==> src/rtl/hdmi_pkg.sv <==
`default_nettype none
// ============================================================================
// Module      : hdmi_pkg
// Description : Shared types and constants for the HDMI data-island path:
//               island phase encoding, packet source indices, phase lengths.
// Revision    : 1.0 - initial release
// ============================================================================
package hdmi_pkg;

  // Island phase, as seen on the scheduler's phase output
  typedef enum logic [2:0] {
    IDLE        = 3'd0,
    PREAMBLE    = 3'd1,
    LEAD_GUARD  = 3'd2,
    PACKET      = 3'd3,
    TRAIL_GUARD = 3'd4
  } island_phase_t;

  // Packet source indices; lower index wins arbitration
  localparam logic [1:0] SRC_AUD = 2'd0;
  localparam logic [1:0] SRC_ACR = 2'd1;
  localparam logic [1:0] SRC_AVI = 2'd2;
  localparam logic [1:0] SRC_AIF = 2'd3;

  // Phase lengths in pixel clocks
  localparam int PREAMBLE_LEN = 8;
  localparam int GUARD_LEN    = 2;
  localparam int PKT_LEN      = 32;

  // Encode a one-hot source vector into its index (zero vector maps to SRC_AUD)
  function automatic logic [1:0] onehot_to_src(input logic [3:0] oh);
    logic [1:0] idx;
    idx = SRC_AUD;
    if (oh[1]) idx = SRC_ACR;
    if (oh[2]) idx = SRC_AVI;
    if (oh[3]) idx = SRC_AIF;
    return idx;
  endfunction

endpackage
`default_nettype wire

==> src/rtl/island_arbiter.sv <==
`default_nettype none
// ============================================================================
// Module      : island_arbiter
// Description : Holds the latched packet requests and picks the highest
//               priority pending source (bit 0 highest) as a one-hot vector.
// Revision    : 1.0 - initial release
// ============================================================================
module island_arbiter
  import hdmi_pkg::*;
(
  input  logic       clk_pix,
  input  logic       rst_in,
  input  logic [3:0] req,
  input  logic [3:0] grant,
  output logic [3:0] pending,
  output logic [3:0] sel_onehot,
  output logic [1:0] sel_idx
);

  logic [3:0] r_pending;

  // Clear served bits, then OR in new pulses so a request landing on its
  // own grant cycle is not lost
  always_ff @(posedge clk_pix or posedge rst_in) begin
    if (rst_in) begin
      r_pending <= 4'd0;
    end else begin
      r_pending <= (r_pending & ~grant) | req;
    end
  end

  assign pending    = r_pending;
  // Isolate the lowest set bit: fixed priority with bit 0 on top
  assign sel_onehot = r_pending & (~r_pending + 4'd1);
  assign sel_idx    = onehot_to_src(sel_onehot);

endmodule
`default_nettype wire

==> src/rtl/island_scheduler.sv <==
`default_nettype none
// ============================================================================
// Module      : island_scheduler
// Description : Sequences one HDMI data island per line in horizontal
//               blanking: preamble, leading guard, up to MAX_PKTS packets,
//               trailing guard. Aborts cleanly if the visible area starts.
// Revision    : 1.0 - initial release
// ============================================================================
module island_scheduler
  import hdmi_pkg::*;
#(
  parameter int ISLAND_START = 650,
  parameter int MAX_PKTS     = 2,
  parameter int H_TOTAL      = 800
) (
  input  logic       clk_pix,
  input  logic       rst_in,
  input  logic [9:0] sx,
  input  logic       de,
  input  logic [3:0] req,
  output logic [3:0] grant,
  output logic [2:0] phase,
  output logic [1:0] pkt_sel,
  output logic [4:0] pkt_idx,
  output logic [3:0] pending,
  output logic       abort
);

  // Refuse configurations whose island would not fit in the blanking window
  if (ISLAND_START + 12 + 32 * MAX_PKTS > H_TOTAL - 12) begin : g_bad_island_fit
    $error("island_scheduler: island does not fit before end of line");
  end
  if (MAX_PKTS < 1 || MAX_PKTS > 3) begin : g_bad_max_pkts
    $error("island_scheduler: MAX_PKTS must be 1..3");
  end

  localparam logic [1:0] c_max_pkts  = 2'(MAX_PKTS);
  localparam logic [2:0] c_pre_last  = 3'(PREAMBLE_LEN - 1);
  localparam logic [2:0] c_grd_last  = 3'(GUARD_LEN - 1);
  localparam logic [4:0] c_pkt_last  = 5'(PKT_LEN - 1);
  localparam logic [9:0] c_start_sx  = 10'(ISLAND_START);

  island_phase_t r_phase, w_phase;
  logic [2:0]    r_cnt, w_cnt;
  logic [1:0]    r_pkt_cnt, w_pkt_cnt;
  logic [4:0]    r_pkt_idx, w_pkt_idx;
  logic [1:0]    r_pkt_sel, w_pkt_sel;
  logic [3:0]    r_grant, w_grant;
  logic          r_abort, w_abort;
  logic          w_start_pkt;
  logic [3:0]    w_sel_onehot;
  logic [1:0]    w_sel_idx;

  island_arbiter u_arbiter (
    .clk_pix    (clk_pix),
    .rst_in     (rst_in),
    .req        (req),
    .grant      (r_grant),
    .pending    (pending),
    .sel_onehot (w_sel_onehot),
    .sel_idx    (w_sel_idx)
  );

  // State and output registers; every output comes straight from a flop
  always_ff @(posedge clk_pix or posedge rst_in) begin
    if (rst_in) begin
      r_phase   <= IDLE;
      r_cnt     <= 3'd0;
      r_pkt_cnt <= 2'd0;
      r_pkt_idx <= 5'd0;
      r_pkt_sel <= 2'd0;
      r_grant   <= 4'd0;
      r_abort   <= 1'b0;
    end else begin
      r_phase   <= w_phase;
      r_cnt     <= w_cnt;
      r_pkt_cnt <= w_pkt_cnt;
      r_pkt_idx <= w_pkt_idx;
      r_pkt_sel <= w_pkt_sel;
      r_grant   <= w_grant;
      r_abort   <= w_abort;
    end
  end

  // Next-state and next-output logic; de during an island overrides all
  always_comb begin
    w_phase     = r_phase;
    w_cnt       = r_cnt;
    w_pkt_cnt   = r_pkt_cnt;
    w_pkt_idx   = 5'd0;
    w_pkt_sel   = 2'd0;
    w_grant     = 4'd0;
    w_abort     = 1'b0;
    w_start_pkt = 1'b0;

    case (r_phase)
      IDLE: begin
        w_cnt     = 3'd0;
        w_pkt_cnt = 2'd0;
        if (sx == c_start_sx && pending != 4'd0) begin
          w_phase = PREAMBLE;
        end
      end
      PREAMBLE: begin
        if (r_cnt == c_pre_last) begin
          w_phase = LEAD_GUARD;
          w_cnt   = 3'd0;
        end else begin
          w_cnt = r_cnt + 3'd1;
        end
      end
      LEAD_GUARD: begin
        if (r_cnt == c_grd_last) begin
          w_start_pkt = 1'b1;
        end else begin
          w_cnt = r_cnt + 3'd1;
        end
      end
      PACKET: begin
        if (r_pkt_idx == c_pkt_last) begin
          // The current grant cleared long ago, so pending is already net of it
          if (pending != 4'd0 && r_pkt_cnt < c_max_pkts) begin
            w_start_pkt = 1'b1;
          end else begin
            w_phase = TRAIL_GUARD;
            w_cnt   = 3'd0;
          end
        end else begin
          w_pkt_idx = r_pkt_idx + 5'd1;
          w_pkt_sel = r_pkt_sel;
        end
      end
      TRAIL_GUARD: begin
        if (r_cnt == c_grd_last) begin
          w_phase = IDLE;
          w_cnt   = 3'd0;
        end else begin
          w_cnt = r_cnt + 3'd1;
        end
      end
      default: begin
        w_phase = IDLE;
        w_cnt   = 3'd0;
      end
    endcase

    if (w_start_pkt) begin
      w_phase   = PACKET;
      w_cnt     = 3'd0;
      w_pkt_idx = 5'd0;
      w_pkt_sel = w_sel_idx;
      w_grant   = w_sel_onehot;
      w_pkt_cnt = r_pkt_cnt + 2'd1;
    end

    if (r_phase != IDLE && de) begin
      w_phase   = IDLE;
      w_cnt     = 3'd0;
      w_pkt_cnt = 2'd0;
      w_pkt_idx = 5'd0;
      w_pkt_sel = 2'd0;
      w_grant   = 4'd0;
      w_abort   = 1'b1;
    end
  end

  assign phase   = r_phase;
  assign grant   = r_grant;
  assign pkt_sel = r_pkt_sel;
  assign pkt_idx = r_pkt_idx;
  assign abort   = r_abort;

endmodule
`default_nettype wire

==> config.mk <==
export PLATFORM = sky130hd
export DESIGN_NAME = island_scheduler
export DESIGN_NICKNAME = d
export VERILOG_FILES = /design/src/rtl/hdmi_pkg.sv /design/src/rtl/island_arbiter.sv /design/src/rtl/island_scheduler.sv
export SDC_FILE = /design/constraint.sdc
export NUM_CORES = 1
export LEC_CHECK = 0
export CORE_MARGIN = 1.5
export CORE_UTILIZATION = 47
export CTS_BUF_LIST = sky130_fd_sc_hd__clkbuf_8 sky130_fd_sc_hd__clkbuf_16
export DETAILED_ROUTE_END_ITERATION = 16
export GPL_TIMING_DRIVEN = 0
export PLACE_DENSITY = 0.78
export SLEW_MARGIN = 25
export SYNTH_ARGS = -nofsm -noshare
export SYNTH_HDL_FRONTEND = slang
export SYNTH_HIERARCHICAL = 1
export SYNTH_SLANG_ARGS = --single-unit
==> constraint.sdc <==
create_clock -name clk_pix -period 3 [get_ports clk_pix]
set_clock_uncertainty 0.05 [all_clocks]
set_input_delay 0.6 -clock clk_pix [delete_from_list [all_inputs] [get_ports clk_pix]]
set_output_delay 0.6 -clock clk_pix [all_outputs]
set_load 0.02 [all_outputs]
==> impl_results.md <==
- Drt wl/cell: 15.36 µm
- Gr usage total: 21.26%
- Largest net degree at the start of global routing: 21
- Cts bufs inserted: 3
- Most frequent cells in the layout: clkdlybuf4s50_1 (35), dfrtp_1 (24), nor2_1 (12), inv_1 (10), and2_1 (7)
- DRC violations left: 0
- Hold slack final: 425.3 ps
- CTS hold repair buffers: 0
- Routability cong.: roughly 0.86
- PortBufs: 35
- Status: complete, no violations
- Leading cell type in the layout, fill and taps excluded: clkdlybuf4s50_1
- Yosys top cell by area: dfrtp_1
- Post-synth EDFFs: 0
- H-tree levels: 1
- Post-Syn Instances: 126
- Pre-antenna DRT Iters: 4
- Area Overhead vs Synth: 32.39%
- Reg-to-reg critical path startpoint: pkt_idx[0]$_DFF_PP0_
- Sink Count: 24
- Clock insertion delay at the later pin of the skew report: 270 ps
- WS Path Type: reg -> reg
- Worst reg2reg setup slack: 640 ps
- Core area: 0.002710 mm²
- Vias in the first global route: 1157
- Antenna violations before repair: 0
- Vias: around 1100
- Layout cell share with drive strength beyond 1: 14.63%
- Tmin final: 2361 ps
- Worst Max-Slew Pin Slew: 784.8 ps
- Count of cell types in the netlist: 47
- Final Hold Vio Count: 0
- Max-slew headroom: 47.62%
- Die W: 56.17 µm
- Hold Path Cell Cnt: 1
- Setup TNS Final: 0 ps
- Drt first-iter violations: 63
- Worst hold path class: reg -> reg
- RR Endpoint: phase[1]$_DFFE_PP0P_
- CP max FO: 6
- Final wirelength: 2.996 mm
- Post-CTS setup repair buffer count: 0
- # diodes: 0
- Initial Util: 49.03%
- Overflow after GRT: 0
- Peak VDD IR: 0.3314 mV
- Syn_nets: 148
- First-pass GRT wire length: roughly 5.3 mm
- Layout filler cell count: 228
- Mapped Area: 0.001329 mm²
- Crit path arrival time: 2470 ps
- Lkg Pwr: 0.7450 nW
- Hold EP: u_arbiter/pending[1]$_DFF_PP0_
- Async SR Flop Fraction: 100.0%
- Max-cap violations: 0
- Max Clock Freq: 423.6 MHz
- Top FF cell, synth: dfrtp_1
- Root buf cell: clkbuf_8
- Area share of the leading cell type in the synthesized netlist: 45.20%
- Placed Area: between 0.0015 and 0.002 mm²
- Worst setup SP type: flip-flop
- CP required: 3110 ps
- Slew Limit Fails: 0
- Die area: around 0.0032 mm²
- Std cell rows: 19
- Seq/Total Area, Yosys: 45.20%
- Synth Register Bits: 24
- Ys Warns: 6
- Reg2reg path depth: 7
- # setup viols final: 0
- Final ANT Viol Nets: 0
- Area contributors post-synth: dfrtp_1 (45%), ha_1 (4.7%), nor2_1 (3.4%)
- CTS Buffer Depth: 2
- Worst-path clk slew: 80 ps
- RSZ-0062 raised after global routing: no
- Vias/cell: 5.595
- Element type at the critical path end: flip-flop
- Post-DP HPWL: 2.310 mm
- PwrDens: 463.3 mW/mm²
- Mapped Avg Cell Area: 10.55 µm²
- Die Y: between 50 and 60 µm
- Final Cycle Share: 78.70%
- Crit path from: pkt_idx[0]$_DFF_PP0_
- NumNets Final: 188
- Hold Path Origin: grant[1]$_DFF_PP0_
- Post-CTS resize count: 0
- I/O pins: 36
- Post-route cell area: approximately 0.0018 mm²
- CTS tree: done
## synthesized netlist by cell type (all sizes together) (2+ instances only)
library cell / number
buf: 6
nor4: 3
nor3b: 3
a32o: 2
nor2: 12
and2: 7
nor4bb: 2
or4: 3
a31oi: 3
ha: 5
a21oi: 6
o21ai: 5
nand2b: 2
nand3: 2
inv: 11
nand2: 7
a22o: 2
a21o: 3
nor3: 2
xor2: 2
dfrtp: 24
## how the worst max path moves through the flow
stage,depth (start not counted),slack [ps],endpoint
floorplan,7,740,phase[1]$_DFFE_PP0P_
global placement,5,630,phase[1]$_DFFE_PP0P_
detailed placement,5,600,phase[1]$_DFFE_PP0P_
CTS,7,620,phase[1]$_DFFE_PP0P_
global route,7,570,phase[1]$_DFFE_PP0P_
finish,7,640,phase[1]$_DFFE_PP0P_
## area by class of cell
type / instances / area [µm²] / share of cell area [%]
timing repair buffer: 35 / 350.3 / 19.91
multi-input combinational: 84 / 626.9 / 35.63
clock buffer: 3 / 41.29 / 2.347
sequential: 24 / 600.6 / 34.14
inverter: 11 / 41.29 / 2.347
tap: 31 / 38.79 / 2.205
buffer: 7 / 60.06 / 3.414
## worst max-delay path: stages, from the launching register on
cell and delay (ps):
dfrtp_1 420, ha_1 230, and3_1 190, ha_1 210
or4_1 470, clkbuf_1 200, nand2_1 150, mux2_2 340
## cell families (layout without fill, tap and decap cells)
group	count (synthesis)	in the layout	share of synthesized area, %
XOR/XNOR	3	3	1.978
adder cells (fa/ha/maj)	5	5	4.708
flip-flops	24	24	45.20
AND/OR/NAND/NOR	47	47	21.84
multiplexers	1	1	0.8474
buffers and inverters	18	56	7.627
AO/OA/AOI/OAI	28	28	17.80
## metal layers
metal / GRT usage [%] / vias to the layer above / wire length, µm
met1: 25.98 / 536 / 1221
li1: - / 520 / -
met5: 0 / - / 0
met4: 6.803 / 0 / 37
met3: 6.047 / 5 / 180
met2: 36.13 / 30 / 1556
## through the flow
stage	power, W	std cells	utilization, %	setup slack, ps
2_1_floorplan	0.0005389	126	-	745.0
3_3_place_gp	0.0006143	192	63.39	632.5
3_5_place_dp	0.0006269	192	63.39	599.3
4_1_cts	0.0008148	195	64.91	623.0
5_1_grt	0.0008589	195	64.91	569.0
6_report	0.0008150	195	64.91	639.1
## registers in the layout, indices dropped and copies added (netlist names)
| signal | flops |
|---|---|
| abort | 1 |
| r_pkt_cnt | 2 |
| phase | 3 |
| u_arbiter/pending | 4 |
| r_cnt | 3 |
| pkt_idx | 5 |
| grant | 4 |
| pkt_sel | 2 |
## power by group
group | total (W) | leakage, nW | internal [W] | switching [W]
clock | 0.000193 | 0.0216 | 0.0000900 | 0.000103
combinational | 0.000262 | 0.411 | 0.000121 | 0.000142
sequential | 0.000359 | 0.312 | 0.000342 | 0.0000169
total | 0.000815 | 0.745 | 0.000553 | 0.000262
Power figures use the tool's default switching activity.
